==> src/rtl/vram_write_scheduler.sv <==
// Arbitrates CPU pixel writes (via a small FIFO) against a full-screen fill sweep,
// producing a single registered write port into the video memory.
module vram_write_scheduler #(
  parameter int ADDR_WIDTH  = 17,
  parameter int DEPTH       = 96000,
  parameter int COLOR_WIDTH = 3,
  parameter int FIFO_DEPTH  = 4
) (
  input  logic                   iClk,
  input  logic                   iRstN,
  input  logic                   iCpuWrite,
  input  logic [ADDR_WIDTH-1:0]  iCpuAddr,
  input  logic [COLOR_WIDTH-1:0] iCpuColor,
  output logic                   oCpuReady,
  input  logic                   iFillStart,
  input  logic [COLOR_WIDTH-1:0] iFillColor,
  output logic                   oFillBusy,
  output logic                   oFillDone,
  output logic                   oWriteEnable,
  output logic [ADDR_WIDTH-1:0]  oWriteAddr,
  output logic [COLOR_WIDTH-1:0] oWriteColor
);

  localparam int PTR_W = (FIFO_DEPTH > 1) ? $clog2(FIFO_DEPTH) : 1;
  localparam int CNT_W = $clog2(FIFO_DEPTH + 1);
  localparam logic [CNT_W-1:0]      FULL_CNT  = CNT_W'(FIFO_DEPTH);
  localparam logic [PTR_W-1:0]      LAST_PTR  = PTR_W'(FIFO_DEPTH - 1);
  localparam logic [ADDR_WIDTH-1:0] LAST_ADDR = ADDR_WIDTH'(DEPTH - 1);

  typedef enum logic {IDLE, FILL} state_t;

  state_t                 state;
  logic [ADDR_WIDTH-1:0]  fifoAddr  [FIFO_DEPTH];
  logic [COLOR_WIDTH-1:0] fifoColor [FIFO_DEPTH];
  logic [PTR_W-1:0]       wrPtr;
  logic [PTR_W-1:0]       rdPtr;
  logic [CNT_W-1:0]       count;
  logic [ADDR_WIDTH-1:0]  fillCnt;
  logic [COLOR_WIDTH-1:0] fillColor;
  logic                   push;
  logic                   pop;

  // Ready comes only from the registered count, so it never depends on this cycle's request.
  assign oCpuReady = (count != FULL_CNT);
  assign push      = iCpuWrite && oCpuReady;
  assign pop       = (state == IDLE) && (count != '0);

  // Buffer storage carries no reset; validity is tracked solely by count.
  always_ff @(posedge iClk) begin
    if (push) begin
      fifoAddr[wrPtr]  <= iCpuAddr;
      fifoColor[wrPtr] <= iCpuColor;
    end
  end

  always_ff @(posedge iClk or negedge iRstN) begin
    if (!iRstN) begin
      wrPtr <= '0;
      rdPtr <= '0;
      count <= '0;
    end else begin
      if (push) wrPtr <= (wrPtr == LAST_PTR) ? '0 : wrPtr + 1'b1;
      if (pop)  rdPtr <= (rdPtr == LAST_PTR) ? '0 : rdPtr + 1'b1;
      count <= count + CNT_W'(push) - CNT_W'(pop);
    end
  end

  always_ff @(posedge iClk or negedge iRstN) begin
    if (!iRstN) begin
      state        <= IDLE;
      fillCnt      <= '0;
      fillColor    <= '0;
      oFillBusy    <= 1'b0;
      oFillDone    <= 1'b0;
      oWriteEnable <= 1'b0;
      oWriteAddr   <= '0;
      oWriteColor  <= '0;
    end else begin
      case (state)
        IDLE: begin
          oFillDone    <= 1'b0;
          oWriteEnable <= pop;
          if (pop) begin
            oWriteAddr  <= fifoAddr[rdPtr];
            oWriteColor <= fifoColor[rdPtr];
          end
          // A coincident pop still completes; the sweep begins on the next edge.
          if (iFillStart) begin
            fillColor <= iFillColor;
            fillCnt   <= '0;
            state     <= FILL;
            oFillBusy <= 1'b1;
          end
        end
        FILL: begin
          oWriteEnable <= 1'b1;
          oWriteAddr   <= fillCnt;
          oWriteColor  <= fillColor;
          oFillDone    <= 1'b0;
          if (fillCnt == LAST_ADDR) begin
            state     <= IDLE;
            oFillBusy <= 1'b0;
            oFillDone <= 1'b1;
            fillCnt   <= '0;
          end else begin
            fillCnt <= fillCnt + 1'b1;
          end
        end
        default: state <= IDLE;
      endcase
    end
  end

endmodule

==> config.mk <==
export PLATFORM = sky130hd
export DESIGN_NAME = vram_write_scheduler
export DESIGN_NICKNAME = d
export VERILOG_FILES = /design/src/rtl/vram_write_scheduler.sv
export SDC_FILE = /design/constraint.sdc
export NUM_CORES = 1
export LEC_CHECK = 0
export ABC_AREA = 1
export CAP_MARGIN = 25
export CELL_PAD_IN_SITES_DETAIL_PLACEMENT = 2
export CELL_PAD_IN_SITES_GLOBAL_PLACEMENT = 2
export CORE_MARGIN = 2
export CORE_UTILIZATION = 35
export DETAILED_ROUTE_END_ITERATION = 16
export DONT_BUFFER_PORTS = 1
export GPL_ROUTABILITY_DRIVEN = 1
export MAX_ROUTING_LAYER = met4
export PLACE_DENSITY_LB_ADDON = 0.1
export SYNTH_ARGS = -nofsm -noshare
export SYNTH_HDL_FRONTEND = slang
export SYNTH_SLANG_ARGS = --single-unit
==> constraint.sdc <==
create_clock -name iClk -period 2.2 [get_ports iClk]
set_input_delay 0.44 -clock iClk [delete_from_list [all_inputs] [get_ports iClk]]
set_output_delay 0.44 -clock iClk [all_outputs]
set_load 0.02 [all_outputs]
==> impl_metrics.yaml <==
run_status:
  outcome: "complete, no violations"
critical_path:
  critical_path_buf_inv_count: 0
  critical-path-top-delay-family: "simple AND/OR/NAND/NOR gates"
  critPathRequiredTime_ps: 2550
  cpPeakStageDelay_ps: 670
  critical_path.startpoint_type: "flop"
  cp_capture_type: "flop"
  critical_path.cell_chain: "ha_1 -> nand2_2 -> nor2_4 -> nand3_2 -> nor2_2 -> nor2_1 -> nand2_1 -> nand2_1"
  crit_fanout: 11
  worstPathArrival_ps: 2350
  path_class: "flop to flop"
  crit_path_frequent_cell: "sky130_fd_sc_hd__nand2_1"
  slowest_stage: "sky130_fd_sc_hd__nor2_1"
sta:
  worst_slew_pin_slew_ps: 891
  layout_worst_path_cycle_share_pct: 90.6
  hold_viol: 0
  post_layout_min_period_ps: 1990
  post_route_skew_ps: 6.68
  max_slew_margin_pct: 40.4
  finalSetupTns_ps: 0
  max_clock_freq_ghz: 0.502
  worst_case_hold_slack_ps: 112
  unrepaired_setup_endpoints_after_global_routing: "false"
  drv_slew: 0
  final-setup-viol-count: 0
synthesis:
  syn_area_um2: 5590
  netlist-cell-type-count: 27
  ys_warn_count: 0
  post_synthesis_net_count: 578
  yosysSeqAreaShare_pct: 65.8
  ys_seq_elements: 131
  syn_area_per_cell_um2: 10.3
  syn-instance-count: 542
grt:
  initial_antenna_violation_count: 0
  first_global_vias: 4519
  grt_overflow_total: 0
  globalRoute.busiestLayer: "met2"
  grt_first_pass_wirelength_um: 25100
  global_route.usage.total_pct: 21.0
  grt_start_max_net_pins: 52
  grt_util_met1_pct: 24.3
  global_route.usage.met3_pct: 5.94
  use_met2_pct: 35.6
drt:
  drt_iter0_drc: 160
  drt_first_pass_iters: 4
  drcViolationCount: 0
  routed_wl_um: 15900
  avgViaCountPerCell: 5.07
  wl_cell_um: 20.1
  drtAntennaViolNets: 0
  routed-via-count: 4001
die:
  start_util_pct: 35.5
  chip_height_um: 130
  top_level_ports: 51
  design.die.area_um2: 17000
  num_rows: 46
  dieWidth_um: 130
  core_footprint_um2: 15800
placement:
  dpl.cell_count: 756
  placedInstanceArea_um2: 5920
  portBuffers: 0
  gp_routability_congestion: 0.807
  dp.final_hpwl_um: 10500
pwr:
  total_leakage_power_nw: 2.65
  power.share.switching_pct: 25.0
  power_per_cell_area_nw_per_um2: 983
  p_sw_w: 0.00160
  seqPwrFrac_pct: 48.2
  share_clk_of_total_power_pct: 42.7
  fraction_of_power_consumed_by_combinational_cells_pct: 9.1
  ir_drop_mv: 0.687
  p_int_w: 0.00481
clocking:
  clkTransAtPathRegs_ps: 60
  buffers_from_clock_root_to_sink_at_most: 2
  postCtsSetupRepairBufs: 0
  clkLatencyLatePin_ps: 420
  clock_tree.htree_level_count: 4
  clock-root-buffer: "sky130_fd_sc_hd__clkbuf_16"
  tritoncts: "built"
  tritoncts.num_buffers: 17
  numClockSinks: 131
flow_run:
  cap_violations: 0
finish:
  multiInputGateArea_um2: 1670
  layout-area-overhead-vs-synth_pct: 16.7
  mostFrequentLayoutCell: "sky130_fd_sc_hd__nand2_1"
  finish.utilization_pct: 41.4
  layout.nets: 597
  antenna_cells: 0
  area.sequential_um2: 3680
  commonest_cells_after_routing_fill_and_taps_aside: "144 x sky130_fd_sc_hd__nand2_1, 80 x sky130_fd_sc_hd__edfxtp_1, 61 x sky130_fd_sc_hd__nor2_1, 51 x sky130_fd_sc_hd__dfrtp_1, 47 x sky130_fd_sc_hd__o21ai_0"
  final_instance_count_excl_fillers: 789
  layout.cell_area.non_filler_um2: 6530
  drive_gt1_share_pct: 11.0
  layout.filler_cells: 1697
min_path:
  hold_class: "input port to flop"
-- cells by family after synthesis --
family,share of synthesized area (%)
buf+inv,4.52
flops,65.8
xor+xnor,0.940
simple gates,19.0
fa+ha+maj,2.15
compound gates,7.02
mux,0.604
-- metal layers --
metal	vias to the layer above	routed length, um	share of wire [%]
met5	-	0	0
met4	0	248	1.6
met3	20	810	5.1
met2	73	8180	52
met1	2046	6620	42
li1	1862	-	-
-- per-stage QoR --
stage | setup slack, ps | total power, W
global route | 48.5 | 0.00669
CTS | 154 | 0.00651
floorplan | 145 | 0.00344
detailed placement | 192 | 0.00371
finish | 207 | 0.00642
global placement | 311 | 0.00366
-- timing repair --
item,4_1_cts,5_1_grt
gates resized for setup,0,0
hold endpoints to repair,51,0
endpoints found under the setup margin,0,0
hold buffers,2,0
-- power groups by stage --
stage	sequential (W)	clock (W)	combinational [W]
2_1_floorplan	0.00310	0	0.000342
3_3_place_gp	0.00311	0	0.000553
3_5_place_dp	0.00314	0	0.000568
4_1_cts	0.00310	0.00281	0.000601
5_1_grt	0.00312	0.00290	0.000671
6_report	0.00310	0.00274	0.000581
-- registers in the layout (all words and copies together), names as in the netlist, 2 cells and up --
register     cells
fillCnt         17
fillColor        3
oWriteAddr      17
count            3
wrPtr            2
rdPtr            2
fifoAddr        68
oWriteColor      3
fifoColor       12
-- final cells by class --
class                      instances  share of cell area (%)
clock buffer                      18                    6.58
clock inverter                    13                    2.09
inverter                          41                    2.36
multi-input combinational        348                    25.6
sequential                       131                    56.4
tap                              216                    4.14
timing repair buffer              22                    2.88
-- path summary, 6_finish.rpt --
kind | slack, ps | from | endpoint | depth (start not counted)
min in group asynchronous | 540 | iRstN | oWriteAddr[7]$_DFFE_PN0P_ | 2
worst max register to register | 210 | fillCnt[0]$_DFFE_PN0P_ | fillCnt[16]$_DFFE_PN0P_ | 8
worst max-delay path | 210 | fillCnt[0]$_DFFE_PN0P_ | fillCnt[16]$_DFFE_PN0P_ | 8
worst min-delay path | 110 | iCpuColor[2] | fifoColor[0][2]$_DFFE_PP_ | 0
worst min register to register | 500 | fillColor[1]$_DFFE_PN0P_ | fillColor[1]$_DFFE_PN0P_ | 1
max in group asynchronous | 1410 | iRstN | fillCnt[7]$_DFFE_PN0P_ | 2
-- synthesized netlist by cell type, drive strengths merged --
cell    number  share of area, %
nand2      146               9.9
edfxtp      80                43
nor2        66               4.7
dfrtp       51                23
o21ai       48               4.3
inv         41               2.8
nand3       37               3.4
o22ai       22               2.5
clkbuf      13              0.87
buf          9              0.89
ha           8               1.8
nand4        6              0.67
xor2         5              0.78
mux2         3              0.60
nor3         2              0.18
a21oi        1             0.089
a32o         1              0.18
fa           1              0.36
or2          1              0.11
xnor2        1              0.16
Power figures use the tool's default switching activity.
